--- config.mk ---
export PLATFORM = sky130hd
export DESIGN_NAME = l2_adder_sequencer_flat
export DESIGN_NICKNAME = d
export VERILOG_FILES = /design/src/rtl/l2_adder_sequencer_if.sv /design/src/rtl/l2_adder_sequencer.sv /design/src/flat_wrapper.sv
export SDC_FILE = /design/constraint.sdc
export NUM_CORES = 1
export LEC_CHECK = 0
export BUFFER_PORTS_ARGS = -buffer_cell sky130_fd_sc_hd__buf_2
export CAP_MARGIN = 0
export CORE_AREA = 8 8 183 168
export DETAILED_ROUTE_END_ITERATION = 12
export DIE_AREA = 0 0 191 176
export PLACE_DENSITY_LB_ADDON = 0.12
export SETUP_SLACK_MARGIN = 0.4
export SYNTH_ARGS = -nofsm -noshare
export SYNTH_HDL_FRONTEND = slang
export SYNTH_SLANG_ARGS = --single-unit
--- constraint.sdc ---
create_clock -name clk -period 4.9 [get_ports clk]
set_clock_uncertainty 0.2 [all_clocks]
set_input_delay 0.735 -clock clk [delete_from_list [all_inputs] [get_ports clk]]
set_output_delay 0.735 -clock clk [all_outputs]
set_load 0.05 [all_outputs]
--- src/rtl/l2_adder_sequencer_if.sv ---
// Port bundle between l2_adder_sequencer and its surroundings: job control,
// the upstream operand stream, the adder array bus and the downstream result stream.
interface l2_adder_sequencer_if #(
   parameter int DATA_WIDTH = 17,
   parameter int ARRAY_SIZE = 4
);
   localparam int VEC_W = DATA_WIDTH * ARRAY_SIZE;
   localparam int SUM_W = (DATA_WIDTH + 1) * ARRAY_SIZE;

   logic             start;
   logic [7:0]       num_pairs;
   logic             busy;
   logic             done;
   logic             in_valid;
   logic             in_ready;
   logic [VEC_W-1:0] in_data;
   logic             add_enable;
   logic [VEC_W-1:0] add_num_1;
   logic [VEC_W-1:0] add_num_2;
   logic [SUM_W-1:0] add_result;
   logic             out_valid;
   logic             out_ready;
   logic [SUM_W-1:0] out_data;
   logic             out_last;

   modport slave (
      input  start, num_pairs, in_valid, in_data, add_result, out_ready,
      output busy, done, in_ready, add_enable, add_num_1, add_num_2,
             out_valid, out_data, out_last
   );

   modport master (
      output start, num_pairs, in_valid, in_data, add_result, out_ready,
      input  busy, done, in_ready, add_enable, add_num_1, add_num_2,
             out_valid, out_data, out_last
   );
endinterface

--- src/rtl/l2_adder_sequencer.sv ---
// Collects operand pairs, fires the level-2 adder array once per pair, waits out
// its latency and hands the widened lane sums downstream; counts pairs per job.
module l2_adder_sequencer #(
   parameter int DATA_WIDTH  = 17,
   parameter int ARRAY_SIZE  = 4,
   parameter int ADD_LATENCY = 1
) (
   input logic                 clk,
   input logic                 reset,
   l2_adder_sequencer_if.slave bus
);
   localparam int VEC_W = DATA_WIDTH * ARRAY_SIZE;
   localparam int SUM_W = (DATA_WIDTH + 1) * ARRAY_SIZE;

   typedef enum logic [2:0] {
      S_IDLE, S_LOAD_A, S_LOAD_B, S_ADD, S_WAIT, S_OUT
   } state_t;

   state_t           state;
   state_t           next_state;
   logic [VEC_W-1:0] a_reg;
   logic [VEC_W-1:0] b_reg;
   logic [SUM_W-1:0] out_reg;
   logic [7:0]       remaining;
   logic [2:0]       wait_cnt;
   logic             done_reg;
   logic             last_pair;
   logic             wait_over;
   logic             in_ready;
   logic             add_enable;
   logic             out_valid;
   logic             out_last;
   logic             busy;

   assign last_pair = (remaining == 8'd1);
   // The counter still reads 1 on the edge that ends the final WAIT cycle.
   assign wait_over = (wait_cnt == 3'd1);

   always_ff @(posedge clk) begin
      if (!reset) state <= S_IDLE;
      else        state <= next_state;
   end

   always_comb begin
      next_state = state;
      case (state)
         S_IDLE:   if (bus.start && bus.num_pairs != 8'd0) next_state = S_LOAD_A;
         S_LOAD_A: if (bus.in_valid) next_state = S_LOAD_B;
         S_LOAD_B: if (bus.in_valid) next_state = S_ADD;
         S_ADD:    next_state = S_WAIT;
         S_WAIT:   if (wait_over) next_state = S_OUT;
         S_OUT:    if (bus.out_ready) next_state = last_pair ? S_IDLE : S_LOAD_A;
         default:  next_state = S_IDLE;
      endcase
   end

   always_comb begin
      in_ready   = (state == S_LOAD_A) || (state == S_LOAD_B);
      add_enable = (state == S_ADD);
      out_valid  = (state == S_OUT);
      out_last   = (state == S_OUT) && last_pair;
      busy       = (state != S_IDLE);
   end

   always_ff @(posedge clk) begin
      if (!reset) begin
         a_reg     <= '0;
         b_reg     <= '0;
         out_reg   <= '0;
         remaining <= '0;
         wait_cnt  <= '0;
         done_reg  <= 1'b0;
      end else begin
         done_reg <= 1'b0;
         case (state)
            S_IDLE: begin
               if (bus.start) begin
                  if (bus.num_pairs == 8'd0) done_reg  <= 1'b1;
                  else                       remaining <= bus.num_pairs;
               end
            end
            S_LOAD_A: if (bus.in_valid) a_reg <= bus.in_data;
            S_LOAD_B: if (bus.in_valid) b_reg <= bus.in_data;
            S_ADD:    wait_cnt <= 3'(ADD_LATENCY);
            S_WAIT: begin
               wait_cnt <= wait_cnt - 3'd1;
               if (wait_over) out_reg <= bus.add_result;
            end
            S_OUT: begin
               if (bus.out_ready) begin
                  remaining <= remaining - 8'd1;
                  if (last_pair) done_reg <= 1'b1;
               end
            end
            default: ;
         endcase
      end
   end

   assign bus.busy       = busy;
   assign bus.done       = done_reg;
   assign bus.in_ready   = in_ready;
   assign bus.add_enable = add_enable;
   assign bus.add_num_1  = a_reg;
   assign bus.add_num_2  = b_reg;
   assign bus.out_valid  = out_valid;
   assign bus.out_data   = out_reg;
   assign bus.out_last   = out_last;
endmodule

--- src/flat_wrapper.sv ---
// flat-port wrapper written by rule: the top's interface ports become plain ports
module l2_adder_sequencer_flat 
#(
   parameter int DATA_WIDTH  = 17,
   parameter int ARRAY_SIZE  = 4,
   parameter int ADD_LATENCY = 1
)
  (clk, reset, bus_start, bus_num_pairs, bus_in_valid, bus_in_data, bus_add_result, bus_out_ready, bus_busy, bus_done, bus_in_ready, bus_add_enable, bus_add_num_1, bus_add_num_2, bus_out_valid, bus_out_data, bus_out_last);
  l2_adder_sequencer_if #(.DATA_WIDTH(DATA_WIDTH), .ARRAY_SIZE(ARRAY_SIZE)) bus_i ();
  input logic clk;
  input logic reset;
  input wire logic [$bits(bus_i.start)-1:0] bus_start;
  input wire logic [$bits(bus_i.num_pairs)-1:0] bus_num_pairs;
  input wire logic [$bits(bus_i.in_valid)-1:0] bus_in_valid;
  input wire logic [$bits(bus_i.in_data)-1:0] bus_in_data;
  input wire logic [$bits(bus_i.add_result)-1:0] bus_add_result;
  input wire logic [$bits(bus_i.out_ready)-1:0] bus_out_ready;
  output wire logic [$bits(bus_i.busy)-1:0] bus_busy;
  output wire logic [$bits(bus_i.done)-1:0] bus_done;
  output wire logic [$bits(bus_i.in_ready)-1:0] bus_in_ready;
  output wire logic [$bits(bus_i.add_enable)-1:0] bus_add_enable;
  output wire logic [$bits(bus_i.add_num_1)-1:0] bus_add_num_1;
  output wire logic [$bits(bus_i.add_num_2)-1:0] bus_add_num_2;
  output wire logic [$bits(bus_i.out_valid)-1:0] bus_out_valid;
  output wire logic [$bits(bus_i.out_data)-1:0] bus_out_data;
  output wire logic [$bits(bus_i.out_last)-1:0] bus_out_last;
  assign bus_i.start = bus_start;
  assign bus_i.num_pairs = bus_num_pairs;
  assign bus_i.in_valid = bus_in_valid;
  assign bus_i.in_data = bus_in_data;
  assign bus_i.add_result = bus_add_result;
  assign bus_i.out_ready = bus_out_ready;
  assign bus_busy = bus_i.busy;
  assign bus_done = bus_i.done;
  assign bus_in_ready = bus_i.in_ready;
  assign bus_add_enable = bus_i.add_enable;
  assign bus_add_num_1 = bus_i.add_num_1;
  assign bus_add_num_2 = bus_i.add_num_2;
  assign bus_out_valid = bus_i.out_valid;
  assign bus_out_data = bus_i.out_data;
  assign bus_out_last = bus_i.out_last;
  l2_adder_sequencer #(.DATA_WIDTH(DATA_WIDTH), .ARRAY_SIZE(ARRAY_SIZE), .ADD_LATENCY(ADD_LATENCY)) u_core (.clk(clk), .reset(reset), .bus(bus_i));
endmodule
Yosys cells after proc, flatten, opt, wreduce, memory -nomap -nowiden

Index checks and enable logic that the tools add are counted.

Equality and inequality tests: 14
Add/subtract/negate cells: 2
Reductions and logical operators: 14
Muxes and demuxes: 17

Operator list:

| cell                | count |
|---|---|
| $mux 8              | 3 |
| $pmux 3 s6          | 1 |
| $pmux 8 s2          | 1 |
| $mux 3              | 5 |
| $ne 2x2->1 const B  | 5 |
| $eq 8x1->1 const B  | 1 |
| $logic_not 8->1     | 1 |
| $reduce_bool 8->1   | 1 |
| $sub 8x1->8 const B | 1 |
| $eq 3x1->1 const B  | 2 |
| $eq 3x2->1 const B  | 2 |
| $eq 3x3->1 const B  | 2 |
| $pmux 3 s2          | 1 |
| $reduce_and 2->1    | 3 |
| $mux 1              | 5 |
| $reduce_and 5->1    | 1 |
| $ne 2x1->1 const B  | 2 |
| $reduce_and 4->1    | 1 |
| $reduce_bool 2->1   | 2 |
| $logic_not 3->1     | 1 |
| $reduce_bool 3->1   | 1 |
| $sub 3x1->3 const B | 1 |
| $logic_and 1x1->1   | 2 |
| $pmux 1 s2          | 1 |
| $logic_or 1x1->1    | 1 |

Input port bits: 153
Output and inout bits: 214
Logic and storage cells: 54
Bits in registers: 223

Logic depth before layout (Yosys ltp)

Word-level depth: 4
Gate-level depth with buffers: 8
Mapped depth without buffers: 6

Worst setup path after synthesis

OpenSTA, ideal clock, no wires.

Path type: register -> output
Start point: register u_core.state[0]
End point: output bus_out_last
Cell stages (with the launch flop): 5
Arrival: 1.583 ns
Buffers on the path: 1
Data required time: 3.965 ns
Setup slack: 2.382 ns
Cells stage by stage: dfxtp_1 nand3b_1 inv_1 buf_2 and4_1

Longest elaborated chain between the ends: 2

RTL lines:

| element                  | RTL line                 | text |
|---|---|---|
| start: declaration       | l2_adder_sequencer.sv:19 | `state_t state;` |
| start signal: assignment | l2_adder_sequencer.sv:41 | `else state <= next_state;` |
| $eq 3x3->1               | n/a                      |  |
| via bus_out_valid        | flat_wrapper.sv:24       | `output wire logic [$bits(bus_i.out_valid)-1:0] bus_out_valid;` |
| $logic_and 1x1->1        | l2_adder_sequencer.sv:61 | `out_last = (state == S_OUT) && last_pair;` |
| end: declaration         | flat_wrapper.sv:26       | `output wire logic [$bits(bus_i.out_last)-1:0] bus_out_last;` |

The timed path passes the listed nets, and every way through them passes these cells.

Worst setup path after layout

Start point: register u_core.state[2]
End point: output bus_out_last

Longest elaborated chain between the ends: 2

RTL lines:

| element           | RTL line |
|---|---|
| $eq 3x3->1        | l2_adder_sequencer.sv:61 |
| $logic_and 1x1->1 | l2_adder_sequencer.sv:61 |

Every way passes these cells.

==> results.sh <==
export IMPL_core_mm2=0.0275
export IMPL_max_cap_violations=0
export IMPL_rows=58
export IMPL_ctsHoldBuffers=0
export IMPL_first_pass_iters=4
export IMPL_routed_via_density=4.56
export IMPL_drc=0
export IMPL_ys_seq_area_share_pct=54.9
export IMPL_die_h_um=176
export IMPL_overflow=0
export IMPL_finalHoldViolations=0
export IMPL_status="completed"
export IMPL_syn_inst=1041
export IMPL_async_flop_share_pct=0
export IMPL_numCtsBuffers=25
export IMPL_syn_to_final_growth_pct=34.5
export IMPL_worst_endpoint_arrival_ns=2.66
export IMPL_nFillCells=2996
export IMPL_setup_violations_final=0
export IMPL_hpwl_um=20700
export IMPL_synth_seq_cells=223
export IMPL_post_cts_buffers=0
export IMPL_p_total_uw=5240
export IMPL_min_period_ns=3.59
export IMPL_hp_class="in -> reg"
export IMPL_grt_pass1_vias=7748
export IMPL_worst_slew_pin_slew_ns=1.01
export IMPL_placed_cell_area_mm2=0.0102
export IMPL_boundaryPins=367
export IMPL_grtUsageMet2_pct=27.6
export IMPL_place_congestion=0.825
export IMPL_path_class="reg -> out"
export IMPL_clk_latency_ns=0.52
export IMPL_yosysUniqueCellTypes=44
export IMPL_period_share_pct=73.3
export IMPL_drt_wirelength_per_cell_um=17.0
export IMPL_use_met1_pct=20.5
export IMPL_required_ns=3.96
export IMPL_tritoncts="built"
export IMPL_p_leak_uw=0.00472
export IMPL_synth_area_per_cell_um2=7.82
export IMPL_grt_pass1_wl_um=45000
export IMPL_drt_iter0_drc=371
export IMPL_cts_resized=0
export IMPL_numClockSinks=223
export IMPL_grt_max_degree=124
export IMPL_slew_headroom_pct=32.3
export IMPL_synthTopCellsByArea="dfxtp_1, nand2_1, a21oi_1"
export IMPL_antenna_found_initial=1
export IMPL_yosysTopAreaCellShare_pct=54.9
export IMPL_rsz0062_at_grt="no"
export IMPL_syn_nets=1198
export IMPL_grt_usage_pct=16.6
export IMPL_ctsHtreeMaxLevel=1
export IMPL_start_util_pct=29.6
export IMPL_drive_above_1_share_pct=30.6
export IMPL_critPathMaxFanout=16
export IMPL_multi_input_area_mm2=0.00332
export IMPL_vias=7941
export IMPL_largest_reg_flops=72
export IMPL_numPortBuffers=366
export IMPL_syn_cell_area_mm2=0.00814
export IMPL_cts_root_buf="clkbuf_16"
export IMPL_grt_busiest_layer="met2"
export IMPL_regArea_mm2=0.00446
export IMPL_drt_wl_total_um=29500
export IMPL_ir_worst_vdd_uv=254
export IMPL_power_density_mw_per_mm2=478
export IMPL_dieArea_mm2=0.0336
export IMPL_cp_end_kind="primary output"
export IMPL_synthFlopType="dfxtp_1"
export IMPL_path_clk_slew_ns=0.07
export IMPL_utilization_pct=39.8
export IMPL_ys_warn_count=0
export IMPL_slew_viol_final=0
export IMPL_drtAntennaViolNets=0
export IMPL_synth_top_area_cell="dfxtp_1"
export IMPL_final_area_mm2=0.0109
export IMPL_die_x_um=191
export IMPL_nets=1522
export IMPL_max_freq_mhz=278
export IMPL_met3_usage_pct=4.20
export IMPL_startpoint_type="flop"
export IMPL_clock_path_buffers=3
export IMPL_synth_edf_count=0
export IMPL_fin_tns_setup_ns=0
path summary, 6_finish.rpt:
check	depth (start not counted)	slack [ns]	end	start
max	4	1.31	bus_out_last	u_core.state[2]
max reg2reg	5	2.08	u_core.remaining[2]	u_core.state[2]
min	3	0.25	u_core.bus.out_data[4]	bus_add_result[4]
min reg2reg	2	0.25	u_core.bus.add_num_1[15]	u_core.bus.add_num_1[15]
cell families after synthesis:
family	Yosys count	share of synthesized area, %
xor gates and xnor gates	1	0.108
buffers and inverters	88	4.57
muxes	5	0.630
AOI/OAI and AO/OA	251	16.5
and+or+nand+nor	469	22.7
DFF	223	54.9
adders and majority gates	4	0.615
layer usage:
layer  share of wire [%]  wire length (um)
met5                   0                 0
met3                 6.9              2040
met2                  48             14000
met1                  42             12500
met4                 3.4              1010
power breakdown:
group / internal, uW / switching, uW / total [uW]
clock: 1040 / 740 / 1780
combinational: 327 / 1030 / 1360
sequential: 1990 / 117 / 2100
total: 3350 / 1890 / 5240
metrics by stage:
step	std cells	setup slack, ns	hold slack, ns
2_1_floorplan	1041	2.38	0.239
3_3_place_gp	1698	1.97	0.239
3_5_place_dp	1698	1.86	0.243
4_1_cts	1740	1.29	0.224
5_1_grt	1741	1.10	0.228
6_report	1741	1.31	0.248
synthesized netlist by cell type (2+ instances only):
| cell type | n |
|---|---|
| clkbuf_1 | 51 |
| and3_1 | 4 |
| ha_1 | 4 |
| buf_1 | 6 |
| or4_4 | 2 |
| a211oi_1 | 2 |
| nor2b_1 | 2 |
| inv_1 | 12 |
| nor2_1 | 13 |
| and4_1 | 2 |
| a32oi_1 | 2 |
| o22ai_1 | 2 |
| nand2_1 | 430 |
| nor3_1 | 3 |
| buf_2 | 16 |
| o32ai_1 | 6 |
| nand4_1 | 2 |
| dfxtp_1 | 223 |
| a21oi_1 | 228 |
| nand2b_1 | 2 |
| nand3_1 | 3 |
| mux2i_1 | 4 |
cells in the final DEF (no fill, tap or decap), types with 3 or more instances in the layout:
cell,instances
buf_2,366
clkbuf_16,25
buf_4,6
clkbuf_1,7
nor2_1,13
nand2_1,430
clkbuf_8,7
inv_1,11
o32ai_1,6
nor3_1,3
ha_1,4
mux2i_1,4
dfxtp_1,223
a21oi_1,228
worst max-delay path: stages (launching register included):
cell and delay (ns):
dfxtp_1 0.67, nand3b_1 0.46, inv_1 0.44, and4_1 0.28, buf_2 0.27
cell type report:
cell class,instances,area share [%]
flip-flops and latches,223,40.8
multi-input cells,730,30.3
clock inverters,3,0.194
diodes,1,0.0229
well taps,360,4.11
inverters,12,0.457
clock buffers,39,6.83
repair buffers,373,17.3
No activity file was read; power rests on OpenSTA's default activity.
